--- src/rtl/bp_pkg.sv ---
// Shared types and helpers for the tournament branch predictor: 2-bit counters,
// pred_info field layout and the saturating counter step.
package bp_pkg;

    typedef logic [1:0] ctr_t;

    localparam ctr_t CTR_INIT = 2'b01;

    // Default global history width; pred_info_t describes the default-sized bundle
    localparam int unsigned GHR_W_DEF = 4;

    typedef struct packed {
        logic [GHR_W_DEF-1:0] ghr_snapshot;
        logic                 local_pred;
        logic                 global_pred;
        logic                 choice;
    } pred_info_t;

    // Bit positions inside the pred_info bundle, valid for any GHR width
    localparam int unsigned INFO_CHOICE   = 0;
    localparam int unsigned INFO_GLOBAL   = 1;
    localparam int unsigned INFO_LOCAL    = 2;
    localparam int unsigned INFO_SNAP_LSB = 3;

    function automatic ctr_t ctr_step(input ctr_t c, input logic up);
        ctr_t r;
        r = c;
        if (up) begin
            if (c != 2'b11) r = ctr_t'(c + 2'b01);
        end else begin
            if (c != 2'b00) r = ctr_t'(c - 2'b01);
        end
        return r;
    endfunction

endpackage

--- src/rtl/bp_pht.sv ---
// Table of 2-bit saturating counters: one asynchronous read port and one
// synchronous read-modify-write update port; no write-to-read bypass.
module bp_pht
    import bp_pkg::*;
#(
    parameter int unsigned IDX_W = 4
) (
    input  logic             clk,
    input  logic             rst,
    input  logic [IDX_W-1:0] i_rd_idx,
    output ctr_t             o_rd_ctr,
    input  logic             i_wr_en,
    input  logic [IDX_W-1:0] i_wr_idx,
    input  logic             i_wr_up
);

    localparam int unsigned DEPTH = 1 << IDX_W;

    ctr_t r_mem [DEPTH];

    assign o_rd_ctr = r_mem[i_rd_idx];

    always_ff @(posedge clk) begin
        if (rst) begin
            for (int unsigned i = 0; i < DEPTH; i++) begin
                r_mem[i] <= CTR_INIT;
            end
        end else if (i_wr_en) begin
            r_mem[i_wr_idx] <= ctr_step(r_mem[i_wr_idx], i_wr_up);
        end
    end

endmodule

--- src/rtl/tournament_predictor.sv ---
// Tournament predictor: gshare global PHT, per-PC local history PHT and a
// chooser; speculative GHR with restore from the fetch-time snapshot on mispredict.
module tournament_predictor
    import bp_pkg::*;
#(
    parameter int unsigned GHR_W     = 4,
    parameter int unsigned BHT_DEPTH = 3,
    parameter int unsigned BHR_W     = 4,
    parameter int unsigned INFO_W    = GHR_W + 3
) (
    input  logic              clk,
    input  logic              rst,
    input  logic [31:0]       pred_pc_i,
    output logic              pred_taken_o,
    output logic [INFO_W-1:0] pred_info_o,
    input  logic              spec_valid_i,
    input  logic              spec_taken_i,
    input  logic              upd_valid_i,
    input  logic [31:0]       upd_pc_i,
    input  logic              upd_taken_i,
    input  logic [INFO_W-1:0] upd_info_i,
    output logic              mispredict_o
);

    localparam int unsigned LPHT_W = BHT_DEPTH + BHR_W;
    localparam int unsigned BHT_N  = 1 << BHT_DEPTH;

    logic [GHR_W-1:0] r_ghr;
    logic [BHR_W-1:0] r_bhr [BHT_N];

    // Fetch-side lookup
    logic [GHR_W-1:0]     w_pred_gidx;
    logic [BHT_DEPTH-1:0] w_pred_bidx;
    logic [LPHT_W-1:0]    w_pred_lidx;
    ctr_t                 w_g_ctr;
    ctr_t                 w_l_ctr;
    ctr_t                 w_c_ctr;
    logic                 w_global_pred;
    logic                 w_local_pred;
    logic                 w_choice;

    assign w_pred_gidx = r_ghr ^ pred_pc_i[GHR_W+1:2];
    assign w_pred_bidx = pred_pc_i[BHT_DEPTH+1:2];
    assign w_pred_lidx = {w_pred_bidx, r_bhr[w_pred_bidx]};

    assign w_global_pred = w_g_ctr[1];
    assign w_local_pred  = w_l_ctr[1];
    assign w_choice      = w_c_ctr[1];

    assign pred_taken_o = w_choice ? w_local_pred : w_global_pred;
    assign pred_info_o  = {r_ghr, w_local_pred, w_global_pred, w_choice};

    // Resolve-side decode of the bundle captured at fetch
    logic [GHR_W-1:0]     w_upd_snap;
    logic                 w_upd_local;
    logic                 w_upd_global;
    logic                 w_upd_choice;
    logic                 w_upd_final;
    logic [GHR_W-1:0]     w_upd_gidx;
    logic [BHT_DEPTH-1:0] w_upd_bidx;
    logic [BHR_W-1:0]     w_upd_bhr;
    logic [LPHT_W-1:0]    w_upd_lidx;
    logic                 w_chooser_en;
    logic                 w_chooser_up;

    assign w_upd_snap   = upd_info_i[INFO_SNAP_LSB +: GHR_W];
    assign w_upd_local  = upd_info_i[INFO_LOCAL];
    assign w_upd_global = upd_info_i[INFO_GLOBAL];
    assign w_upd_choice = upd_info_i[INFO_CHOICE];
    assign w_upd_final  = w_upd_choice ? w_upd_local : w_upd_global;

    assign mispredict_o = upd_valid_i & (upd_taken_i ^ w_upd_final);

    assign w_upd_gidx = w_upd_snap ^ upd_pc_i[GHR_W+1:2];
    assign w_upd_bidx = upd_pc_i[BHT_DEPTH+1:2];
    assign w_upd_bhr  = r_bhr[w_upd_bidx];
    assign w_upd_lidx = {w_upd_bidx, w_upd_bhr};

    // Chooser only learns when the two components disagreed
    assign w_chooser_en = upd_valid_i & (w_upd_local ^ w_upd_global);
    assign w_chooser_up = (w_upd_local == upd_taken_i);

    bp_pht #(.IDX_W(GHR_W)) u_global_pht (
        .clk      (clk),
        .rst      (rst),
        .i_rd_idx (w_pred_gidx),
        .o_rd_ctr (w_g_ctr),
        .i_wr_en  (upd_valid_i),
        .i_wr_idx (w_upd_gidx),
        .i_wr_up  (upd_taken_i)
    );

    bp_pht #(.IDX_W(LPHT_W)) u_local_pht (
        .clk      (clk),
        .rst      (rst),
        .i_rd_idx (w_pred_lidx),
        .o_rd_ctr (w_l_ctr),
        .i_wr_en  (upd_valid_i),
        .i_wr_idx (w_upd_lidx),
        .i_wr_up  (upd_taken_i)
    );

    bp_pht #(.IDX_W(GHR_W)) u_chooser (
        .clk      (clk),
        .rst      (rst),
        .i_rd_idx (w_pred_gidx),
        .o_rd_ctr (w_c_ctr),
        .i_wr_en  (w_chooser_en),
        .i_wr_idx (w_upd_gidx),
        .i_wr_up  (w_chooser_up)
    );

    // Mispredict restore wins over a same-cycle speculative shift
    logic [GHR_W-1:0] w_ghr_next;

    always_comb begin
        w_ghr_next = r_ghr;
        if (mispredict_o) begin
            w_ghr_next = {w_upd_snap[GHR_W-2:0], upd_taken_i};
        end else if (spec_valid_i) begin
            w_ghr_next = {r_ghr[GHR_W-2:0], spec_taken_i};
        end
    end

    always_ff @(posedge clk) begin
        if (rst) begin
            r_ghr <= '0;
        end else begin
            r_ghr <= w_ghr_next;
        end
    end

    always_ff @(posedge clk) begin
        if (rst) begin
            for (int unsigned i = 0; i < BHT_N; i++) begin
                r_bhr[i] <= '0;
            end
        end else if (upd_valid_i) begin
            r_bhr[w_upd_bidx] <= {w_upd_bhr[BHR_W-2:0], upd_taken_i};
        end
    end

    // Only a few PC bits index the tables
    logic w_unused_pc;
    assign w_unused_pc = ^{pred_pc_i, upd_pc_i};

endmodule

--- config.mk ---
export PLATFORM = sky130hd
export DESIGN_NAME = tournament_predictor
export DESIGN_NICKNAME = d
export VERILOG_FILES = /design/src/rtl/bp_pkg.sv /design/src/rtl/bp_pht.sv /design/src/rtl/tournament_predictor.sv
export SDC_FILE = /design/constraint.sdc
export NUM_CORES = 1
export LEC_CHECK = 0
export BUFFER_PORTS_ARGS = -buffer_cell sky130_fd_sc_hd__buf_2
export CORE_UTILIZATION = 60
export CTS_BUF_LIST = sky130_fd_sc_hd__clkbuf_16
export CTS_CLUSTER_DIAMETER = 50
export DETAILED_ROUTE_END_ITERATION = 7
export GPL_ROUTABILITY_DRIVEN = 0
export PLACE_DENSITY = 0.78
export SLEW_MARGIN = 20
export SYNTH_ARGS = -nofsm -noshare
export SYNTH_HDL_FRONTEND = slang
export SYNTH_SLANG_ARGS = --single-unit
export TNS_END_PERCENT = 10
--- constraint.sdc ---
create_clock -name clk -period 8.9 [get_ports clk]
set_clock_uncertainty 0.15 [all_clocks]
set_input_delay 0.89 -clock clk [delete_from_list [all_inputs] [get_ports clk]]
set_output_delay 0.89 -clock clk [all_outputs]
set_load 0.02 [all_outputs]
==> reports/qor.yml, run 1 <==
viasPerCell: 7.02
cts.path.max_buffers: 3
design_area_um2: 22400
synth-simple-area-share: 0.214
multiInputGateArea_um2: 9190
dieArea_um2: 35200
ctsHoldBuffers: 0
start_util: 0.614
io_buffers: 29
final_core_util: 0.665
yosys_register_bits: 356
worstMarginPinSlew_ns: 1.16
cts_resized: 0
required_ns: 9.13
cts_tree: "built"
end_kind: "flop"
track_usage: 0.324
core_area_um2: 33700
max_freq_mhz: 155
ff2ff_setup_slack_ns: 3.50
crit_type: "in -> reg"
grt_antenna_before_repair: 1
synth-async-reset-ratio: 0
synth_cells: 1857
dpl.hpwl_um: 34800
dieHeight_um: 188
ys_seq_area_frac: 0.515
synth-xor-area-share: 0.00593
slew_headroom: 0.220
maxCapViolations: 0
cp_common_cell: "buf_4"
cts_buffers: 42
overflow: 0
crit_path_cell_trace: "buf_2, clkinv_1, a21oi_1, o221a_2, nor2_1, buf_4, nand3_1, a31oi_1, o41ai_1, nand4_1, maj3_4, buf_16, buf_4, nor3_2"
synth_area_um2: 20700
synth_compound_area_frac: 0.118
drv_slew: 0
synth_cell_types: 65
cp_slowest_cell: "o41ai_1"
cp.arrival_ns: 6.69
rr_startpoint: "r_bhr[3][0]"
route.detailed.drc: 0
setup_viol: 0
startpoint_type: "input port"
drtAntennaViolNets: 0
hold_violations: 0
synth_ff_type: "edfxtp_1"
r2r_cells: 14
startpoint: "upd_pc_i[2]"
clock-sinks: 356
postCtsSetupBuffers: 0
insertion_delay_ns: 0.56
post_dp_cell_area_um2: 21000
drt-initial-drc-count: 1991
std_cell_rows: 67
syn_nets: 1934
vdd_drop_max_mv: 0.159
hp-class: "reg -> reg"
r2r-end: "u_local_pht.r_mem[112][1]"
routedWlPerCell_um: 25.3
yosysWarnings: 0
min_period_over_period: 0.726
muxShareOfSynthArea: 0.0966
worstPathMaxFanout: 39
synth_top_family_by_area: "simple AND/OR/NAND/NOR gates"
nets: 1852
grt_pass1_vias: 15600
register_area_um2: 10700
total_power_mw: 4.41
die_w_um: 188
clk_pin_slew_worst_paths_ns: 0.06
synth_fa_ha_area_frac: 0.00248
area_delta_synth_final_pct: 8.26
synth_edf_count: 352
cts_root_buffer: "clkbuf_16"
grt_pass1_wl_um: 87800
timing.final.crit_period_ns: 6.46
wirelength_um: 57000
drtPass1Iterations: 5
pwr_density_cell_nw_per_um2: 197
ios: 86
cp-endpoint: "u_local_pht.r_mem[112][1]"
drive_above_1_share: 0.210
fill_cells: 2508
rsz0062_at_grt: "false"
tns_ns: 0
cts_max_level: 2
syn_avg_cell_area_um2: 11.1
slowest_delay_ns: 0.79
p_leak_nw: 7.20
grt_max_degree: 125
status: "finished, final reports clean"
vias: 15800
## metrics by stage
| step | setup slack (ns) | hold slack [ns] | cells |
|---|---|---|---|
| floorplan | 3.58 | 0.488 | 1857 |
| global placement | 2.00 | 0.419 | 2178 |
| detailed placement | 2.09 | 0.438 | 2179 |
| CTS | 2.68 | 0.450 | 2254 |
| global route | 2.23 | 0.475 | 2254 |
| finish | 2.44 | 0.459 | 2255 |
## synth_stat cells (all sizes together), types with 7 or more instances
cell | n | share of area
a31oi | 23 | 0.0070
mux2i | 103 | 0.050
nand3 | 175 | 0.042
a21o | 62 | 0.022
xor2 | 7 | 0.0030
nor4 | 55 | 0.029
o31a | 37 | 0.016
o21bai | 48 | 0.017
nor2b | 15 | 0.0045
a311oi | 12 | 0.0051
a21oi | 16 | 0.0039
a211oi | 34 | 0.013
buf | 86 | 0.024
nand2 | 232 | 0.042
clkbuf | 125 | 0.023
edfxtp | 352 | 0.51
nand2b | 37 | 0.011
a2111oi | 24 | 0.010
mux4 | 40 | 0.044
nor3 | 100 | 0.043
nor2 | 132 | 0.024
a32oi | 20 | 0.0085
xnor2 | 7 | 0.0030
inv | 7 | 0.0013
or2 | 41 | 0.012
## registers in the layout, indices dropped and copies added (netlist names)
signal / cells
r_bhr: 32
r_ghr: 4
u_chooser.r_mem: 32
u_global_pht.r_mem: 32
u_local_pht.r_mem: 256
## critical path, delay by kind of cell
kind,cells,cell delay [ns]
buffers and inverters,5,2.15
adder cells (fa/ha/maj),1,0.62
AO/OA/AOI/OAI,4,2.03
AND/OR/NAND/NOR,4,0.92
## report_power, final
group	leakage [nW]	internal (mW)	switching [mW]
combinational	3.38	0.251	0.588
clock	0.679	0.973	0.691
sequential	3.14	1.88	0.0243
## metal layers
metal  global-route usage  vias to the layer above  routed length (um)
met5                    0                        -                   0
met4                0.157                        0                2720
met3               0.0597                      207                6230
met2                0.517                     1019               27000
met1                0.428                     7757               21000
li1                     -                     6858                   -
## worst min path at each step
stage | slack, ns | startpoint | endpoint | depth (start not counted)
6_report | 0.46 | r_ghr[3] | r_ghr[3] | 2
5_1_grt | 0.47 | r_ghr[2] | r_ghr[2] | 2
4_1_cts | 0.45 | r_ghr[3] | r_ghr[3] | 2
3_5_place_dp | 0.44 | r_ghr[3] | r_ghr[3] | 2
3_3_place_gp | 0.42 | r_ghr[3] | r_ghr[3] | 2
2_1_floorplan | 0.49 | r_ghr[3] | r_ghr[3] | 2
## cell usage in the layout (no fill, tap or decap), types with 40 or more instances in the layout
master	n
o21bai_1	48
nor3_2	86
nand3_1	174
mux4_2	40
a21o_1	62
nor2_1	130
edfxtp_1	352
clkbuf_16	45
mux2i_1	101
buf_4	53
or2_2	41
nor4_2	40
nand2_1	232
## final cells by class
cell class,count,share of cell area
timing repair buffer,85,0.0279
clock buffer,45,0.0503
clock inverter,30,0.00955
inverter,8,0.00134
multi-input combinational,1282,0.410
sequential,356,0.476
tap,448,0.0250
antenna,1,0.000112
## cell families (layout without fill, tap and decap cells)
kind of cell               count (synthesis)  in the layout
AOI/OAI and AO/OA                        312            312
and+or+nand+nor                          802            802
muxes                                    149            149
buffers and inverters                    219            168
xor gates and xnor gates                  14             14
other                                      0              1
DFF                                      356            356
adders and majority gates                  5              5
Power figures use the tool's default switching activity.
==> run 2: changes to the inputs <==
--- a/config.mk
+++ b/config.mk
@@ -6,12 +6,12 @@
 export NUM_CORES = 1
 export LEC_CHECK = 0
 export BUFFER_PORTS_ARGS = -buffer_cell sky130_fd_sc_hd__buf_2
-export CORE_UTILIZATION = 60
+export CORE_UTILIZATION = 57
 export CTS_BUF_LIST = sky130_fd_sc_hd__clkbuf_16
 export CTS_CLUSTER_DIAMETER = 50
 export DETAILED_ROUTE_END_ITERATION = 7
 export GPL_ROUTABILITY_DRIVEN = 0
-export PLACE_DENSITY = 0.78
+export PLACE_DENSITY = 0.77
 export SLEW_MARGIN = 20
 export SYNTH_ARGS = -nofsm -noshare
 export SYNTH_HDL_FRONTEND = slang
==> constraint.sdc (replaced) <==
create_clock -name clk -period 5.4 [get_ports clk]
set_clock_uncertainty 0.15 [all_clocks]
set_input_delay 0.54 -clock clk [delete_from_list [all_inputs] [get_ports clk]]
set_output_delay 0.54 -clock clk [all_outputs]
set_load 0.02 [all_outputs]
==> reports/qor.yml, run 2 (synthesis results as in run 1) <==
status: "finished with violations"  # was finished, final reports clean
violations: "design-rule violations"
grt_antenna_before_repair: 0  # was 1
viasPerCell: 6.95  # was 7.02
overflow: 0  # unchanged
dieHeight_um: 193  # was 188 um
grt_pass1_wl_um: 89200  # was 87800 um
die_w_um: 193  # was 188 um
drtAntennaViolNets: 0  # unchanged
area_delta_synth_final_pct: 11.0  # was 8.26%
hp-start: "upd_info_i[4]"  # was r_ghr[3]
min_period_over_period: 0.910
required_ns: 5.58  # was 9.13 ns
startpoint_type: "input port"  # unchanged
ios: 86  # unchanged
worstPathMaxFanout: 24  # was 39
routedWlPerCell_um: 25.3  # about the same
hold_violations: 0  # unchanged
slew_headroom: 0.258  # was 0.220
cts_resized: 0  # unchanged
io_buffers: 29  # unchanged
clk_pin_slew_worst_paths_ns: 0.05  # was 0.06 ns
maxCapViolations: 0  # unchanged
final_common_cell: "edfxtp_1"  # unchanged
postCtsSetupBuffers: 0  # unchanged
worst_hold_slack_ns: 0.183  # was 0.459 ns
largest_reg_flops: 256  # unchanged
ctsHoldBuffers: 0  # unchanged
dpl.hpwl_um: 37600  # was 34800 um
cts_tree: "built"  # unchanged
route.detailed.drc: 1  # was 0
wirelength_um: 58600  # was 57000 um
timing.final.crit_period_ns: 4.91
rsz0062_at_grt: "false"  # unchanged
startpoint: "upd_pc_i[3]"  # was upd_pc_i[2]
final_cell_mix: "edfxtp_1 (352), nand2_1 (232), nand3_1 (173)"  # was edfxtp_1 (352), nand2_1 (232), nand3_1 (174)
pwr_density_cell_nw_per_um2: 320  # was 197 nW/um^2
crit_type: "in -> reg"  # unchanged
core_area_um2: 35700  # was 33700 um^2
dieArea_um2: 37100  # was 35200 um^2
p_leak_nw: 7.52  # was 7.20 nW
grt_max_degree: 102  # was 125
clock-sinks: 356  # unchanged
max_freq_mhz: 204
drtPass1Iterations: 8  # was 5
cts.path.max_buffers: 3  # unchanged
tns_ns: 0  # unchanged
drt-initial-drc-count: 2363  # was 1991
nets: 1905  # was 1852
largest-register: "u_local_pht.r_mem"  # unchanged
track_usage: 0.319  # was 0.324
hp-class: "in -> reg"  # was reg -> reg
vdd_drop_max_mv: 0.220  # was 0.159 mV
std_cell_rows: 69  # was 67
grt_pass1_vias: 15800  # was 15600
worstMarginPinSlew_ns: 1.11  # was 1.16 ns
insertion_delay_ns: 0.54  # was 0.56 ns
cts_buffers: 42  # unchanged
num_antenna_cells: 0  # was 1
cp.arrival_ns: 5.09  # was 6.69 ns
cts_root_buffer: "clkbuf_16"  # unchanged
end_kind: "flop"  # unchanged
cts_max_level: 2  # unchanged
rr_startpoint: "r_bhr[1][0]"  # was r_bhr[3][0]
drv_slew: 0  # unchanged
start_util: 0.580  # was 0.614
drive_above_1_share: 0.231  # was 0.210
setup_viol: 0  # unchanged
vias: 16100  # was 15800
[run 2: changes by cell type in the layout (fill, tap and decap cells not counted), sizes merged]
cell,delta
clkinvlp,-2
diode,-1
bufinv,+1
inv,+5
buf,+53
clkinv,-2
clkbuf,-3
[run 2: path summary, 6_finish.rpt]
check,slack (ns),depth (start not counted),to
hold / removal,0.18,3,r_ghr[2]
setup / recovery,0.49,13,u_local_pht.r_mem[75][1]
setup reg to reg,0.51,12,u_local_pht.r_mem[75][1]
hold reg to reg,0.45,2,r_ghr[3]
[run 2: area by class of cell]
| type | instances | area [um^2] |
|---|---|---|
| Fill cell | 2669 | 12700 |
| Sequential cell | 356 | 10700 |
| Multi-Input combinational cell | 1282 | 9200 |
| Timing Repair Buffer | 138 | 1190 |
| Clock buffer | 42 | 1050 |
| Tap cell | 461 | 577 |
| Clock inverter | 32 | 275 |
| Inverter | 8 | 30.0 |
[run 2: report_power, final]
group | switching (mW) | leakage, nW | internal (mW)
registers | 0.0405 | 3.14 | 3.10
logic | 0.992 | 3.69 | 0.497
clock network | 1.15 | 0.682 | 1.58
[run 2: routing by layer]
| layer | track usage | part of all wire |
|---|---|---|
| met4 | 0.163 | 0.049 |
| met5 | 0 | 0 |
| met1 | 0.405 | 0.36 |
| met3 | 0.0526 | 0.10 |
| met2 | 0.528 | 0.49 |
[run 2: metrics by stage]
step / total power, mW / util / cell area (um^2) / setup WS [ns] / cells
3_5_place_dp: 4.64 / 0.607 / 21600 / 0.130 / 2245
2_1_floorplan: 4.17 / - / 20700 / 0.777 / 1857
5_1_grt: 7.54 / 0.644 / 23000 / 0.449 / 2319
6_report: 7.35 / 0.644 / 23000 / 0.489 / 2319
4_1_cts: 7.33 / 0.644 / 23000 / 0.599 / 2319
3_3_place_gp: 4.61 / 0.607 / 21600 / 0.237 / 2245
[run 2: worst max-delay path, cell delays in order]
cell      delay, ns
buf_2          0.31
mux2i_1        0.34
a211oi_4       0.15
nor3_4         0.90
buf_4          0.31
a211oi_1       0.09
a311oi_1       0.38
o32ai_1        0.24
o311a_1        0.36
or4_1          0.55
maj3_4         0.49
buf_12         0.23
nor4_2         0.18
==> run 3: changes to the inputs <==
--- a/config.mk
+++ b/config.mk
@@ -6,13 +6,15 @@
 export NUM_CORES = 1
 export LEC_CHECK = 0
 export BUFFER_PORTS_ARGS = -buffer_cell sky130_fd_sc_hd__buf_2
-export CORE_UTILIZATION = 57
+export CELL_PAD_IN_SITES_DETAIL_PLACEMENT = 1
+export CELL_PAD_IN_SITES_GLOBAL_PLACEMENT = 2
+export CORE_UTILIZATION = 38
 export CTS_BUF_LIST = sky130_fd_sc_hd__clkbuf_16
 export CTS_CLUSTER_DIAMETER = 50
 export DETAILED_ROUTE_END_ITERATION = 7
 export GPL_ROUTABILITY_DRIVEN = 0
-export PLACE_DENSITY = 0.77
-export SLEW_MARGIN = 20
+export PLACE_DENSITY_LB_ADDON = 0.1
+export SLEW_MARGIN = 30
 export SYNTH_ARGS = -nofsm -noshare
 export SYNTH_HDL_FRONTEND = slang
 export SYNTH_SLANG_ARGS = --single-unit
==> reports/qor.yml, run 3 (synthesis results as in run 1) <==
grt_pass1_wl_um: 108000  # was 89200 um
drt-initial-drc-count: 1180  # was 2363
crit_type: "reg -> out"  # was in -> reg
dpl.hpwl_um: 48400  # was 37600 um
hp-class: "in -> reg"  # unchanged
start_util: 0.384  # was 0.580
clk_pin_slew_worst_paths_ns: 0.06  # was 0.05 ns
startpoint: "r_bhr[0][3]"  # was upd_pc_i[3]
track_usage: 0.261  # was 0.319
slew_headroom: 0.384  # was 0.258
tns_ns: 0  # unchanged
drtPass1Iterations: 5  # was 8
register_area_um2: 10700  # unchanged
grt_antenna_before_repair: 0  # unchanged
drive_above_1_share: 0.260  # was 0.231
dieHeight_um: 235  # was 193 um
slowest_delay_ns: 0.54  # was 0.90 ns
grt_max_degree: 74  # was 102
end_kind: "primary output"  # was flop
cts_tree: "built"  # unchanged
hold_violations: 0  # unchanged
area_delta_synth_final_pct: 15.6  # was 11.0%
cts_resized: 0  # unchanged
worstMarginPinSlew_ns: 0.924  # was 1.11 ns
grt_pass1_vias: 16800  # was 15800
maxCapViolations: 0  # unchanged
min_period_over_period: 0.926  # was 0.910
routedWlPerCell_um: 27.6  # was 25.3 um
vias: 15800  # was 16100
overflow: 0  # unchanged
drv_slew: 0  # unchanged
viasPerCell: 6.05  # was 6.95
route.detailed.drc: 0  # was 1
instances_no_fill: 2610  # was 2319
core_area_um2: 53800  # was 35700 um^2
ctsHoldBuffers: 0  # unchanged
worstPathMaxFanout: 8  # was 24
timing.final.crit_period_ns: 5.00  # was 4.91 ns
p_leak_nw: 7.81  # was 7.52 nW
cts_root_buffer: "clkbuf_16"  # unchanged
status: "finished, final reports clean"  # was finished with violations
multiInputGateArea_um2: 9250  # was 9200 um^2
place_worst_setup_slack_ns: 0.159  # was 0.130 ns
setup_ws_ns: 0.398  # was 0.489 ns
r2r-end: "u_local_pht.r_mem[39][1]"  # was u_local_pht.r_mem[75][1]
ff2ff_setup_slack_ns: 0.77  # was 0.51 ns
cts.path.max_buffers: 3  # unchanged
startpoint_type: "flop"  # was input port
cp_slowest_cell: "edfxtp_1"  # was nor3_4
pwr_density_cell_nw_per_um2: 334  # was 320 nW/um^2
hp-start: "upd_info_i[3]"  # was upd_info_i[4]
cts_buffers: 50  # was 42
insertion_delay_ns: 0.61  # was 0.54 ns
crit_path_cell_trace: "mux4_2, nor2b_1, a21oi_1, inv_2, mux4_2, nor2_1, a31oi_1, nand4b_1, o211ai_1, buf_4, mux2_2, buf_2"  # was buf_2, mux2i_1, a211oi_4, nor3_4, buf_4, a211oi_1, a311oi_1, o32ai_1, o311a_1, or4_1, maj3_4, buf_12, nor4_2
vdd_drop_max_mv: 0.203  # was 0.220 mV
rsz0062_at_grt: "false"  # unchanged
clock-sinks: 356  # unchanged
cp_common_cell: "mux4_2"
std_cell_rows: 85  # was 69
setup_viol: 0  # unchanged
dieArea_um2: 55400  # was 37100 um^2
die_w_um: 235  # was 193 um
required_ns: 4.71  # was 5.58 ns
largest-register: "u_local_pht.r_mem"  # unchanged
final_cell_mix: "edfxtp_1 (352), nand2_1 (232), nand3_1 (167)"  # was edfxtp_1 (352), nand2_1 (232), nand3_1 (173)
cp-endpoint: "pred_taken_o"  # was u_local_pht.r_mem[75][1]
num_antenna_cells: 0  # unchanged
final_common_cell: "edfxtp_1"  # unchanged
largest_reg_flops: 256  # unchanged
cp.arrival_ns: 4.31  # was 5.09 ns
nets: 1952  # was 1905
postCtsSetupBuffers: 0  # unchanged
cts_max_level: 2  # unchanged
fill_cells: 5728  # was 2669
ios: 86  # unchanged
r2r_cells: 13  # was 12
wirelength_um: 72000  # was 58600 um
io_buffers: 29  # unchanged
drtAntennaViolNets: 0  # unchanged
max_freq_mhz: 200  # was 204 MHz
dp.cells: 2519  # was 2245
rr_startpoint: "r_bhr[0][0]"  # was r_bhr[1][0]
==> run 3: changes by cell type in the layout (fill, tap and decap cells not counted), moves of 2 or more <==
cell,change
buf_4,+38
clkbuf_16,+11
clkinv_1,+3
clkinv_8,-2
clkinvlp_4,+10
inv_1,-4
inv_8,-2
nand3_1,-6
nand3_2,+6
nor2_1,-6
nor2_2,+6
==> run 3: worst min-delay path by stage <==
stage	endpoint	cells after the start
global route	r_ghr[2]	3
global placement	r_ghr[3]	2
floorplan	r_ghr[3]	2
detailed placement	r_ghr[3]	2
CTS	r_ghr[2]	3
finish	r_ghr[1]	3
==> run 3: where the power goes <==
part / internal (mW) / switching [mW]
Clock: 1.92 / 1.30
Combinational: 0.540 / 1.07
Sequential: 3.10 / 0.0419
Total: 5.56 / 2.42
==> run 3: stage by stage <==
step	instance area, um^2	power [mW]	util	hold WS (ns)
2_1_floorplan	20700	4.17	-	0.488
3_3_place_gp	22300	4.79	0.414	0.436
3_5_place_dp	22300	4.81	0.414	0.445
4_1_cts	23900	8.05	0.444	0.0943
5_1_grt	23900	8.24	0.444	0.135
6_report	23900	7.98	0.444	0.125
==> run 3: final cells by class <==
| class | count | share of cell area |
|---|---|---|
| Sequential cell | 356 | 0.445 |
| Multi-Input combinational cell | 1282 | 0.387 |
| Timing Repair Buffer | 177 | 0.0626 |
| Clock buffer | 53 | 0.0555 |
| Tap cell | 696 | 0.0364 |
| Clock inverter | 38 | 0.0124 |
| Inverter | 8 | 0.00126 |
==> run 3: layer usage <==
metal | GRT usage | wire [um] | up-vias
met1 | 0.343 | 30700 | 8178
met5 | 0 | 0 | -
met4 | 0.0909 | 2320 | 0
met3 | 0.0367 | 3780 | 132
li1 | - | - | 7052
met2 | 0.440 | 35200 | 433
==> run 3: critical path: cells and delay by family (launching register included) <==
| kind | cells | cell delay [ns] |
|---|---|---|
| flip-flops | 1 | 0.54 |
| AND/OR/NAND/NOR | 3 | 0.62 |
| buffers and inverters | 3 | 0.61 |
| multiplexers | 3 | 1.27 |
| AO/OA/AOI/OAI | 3 | 0.66 |
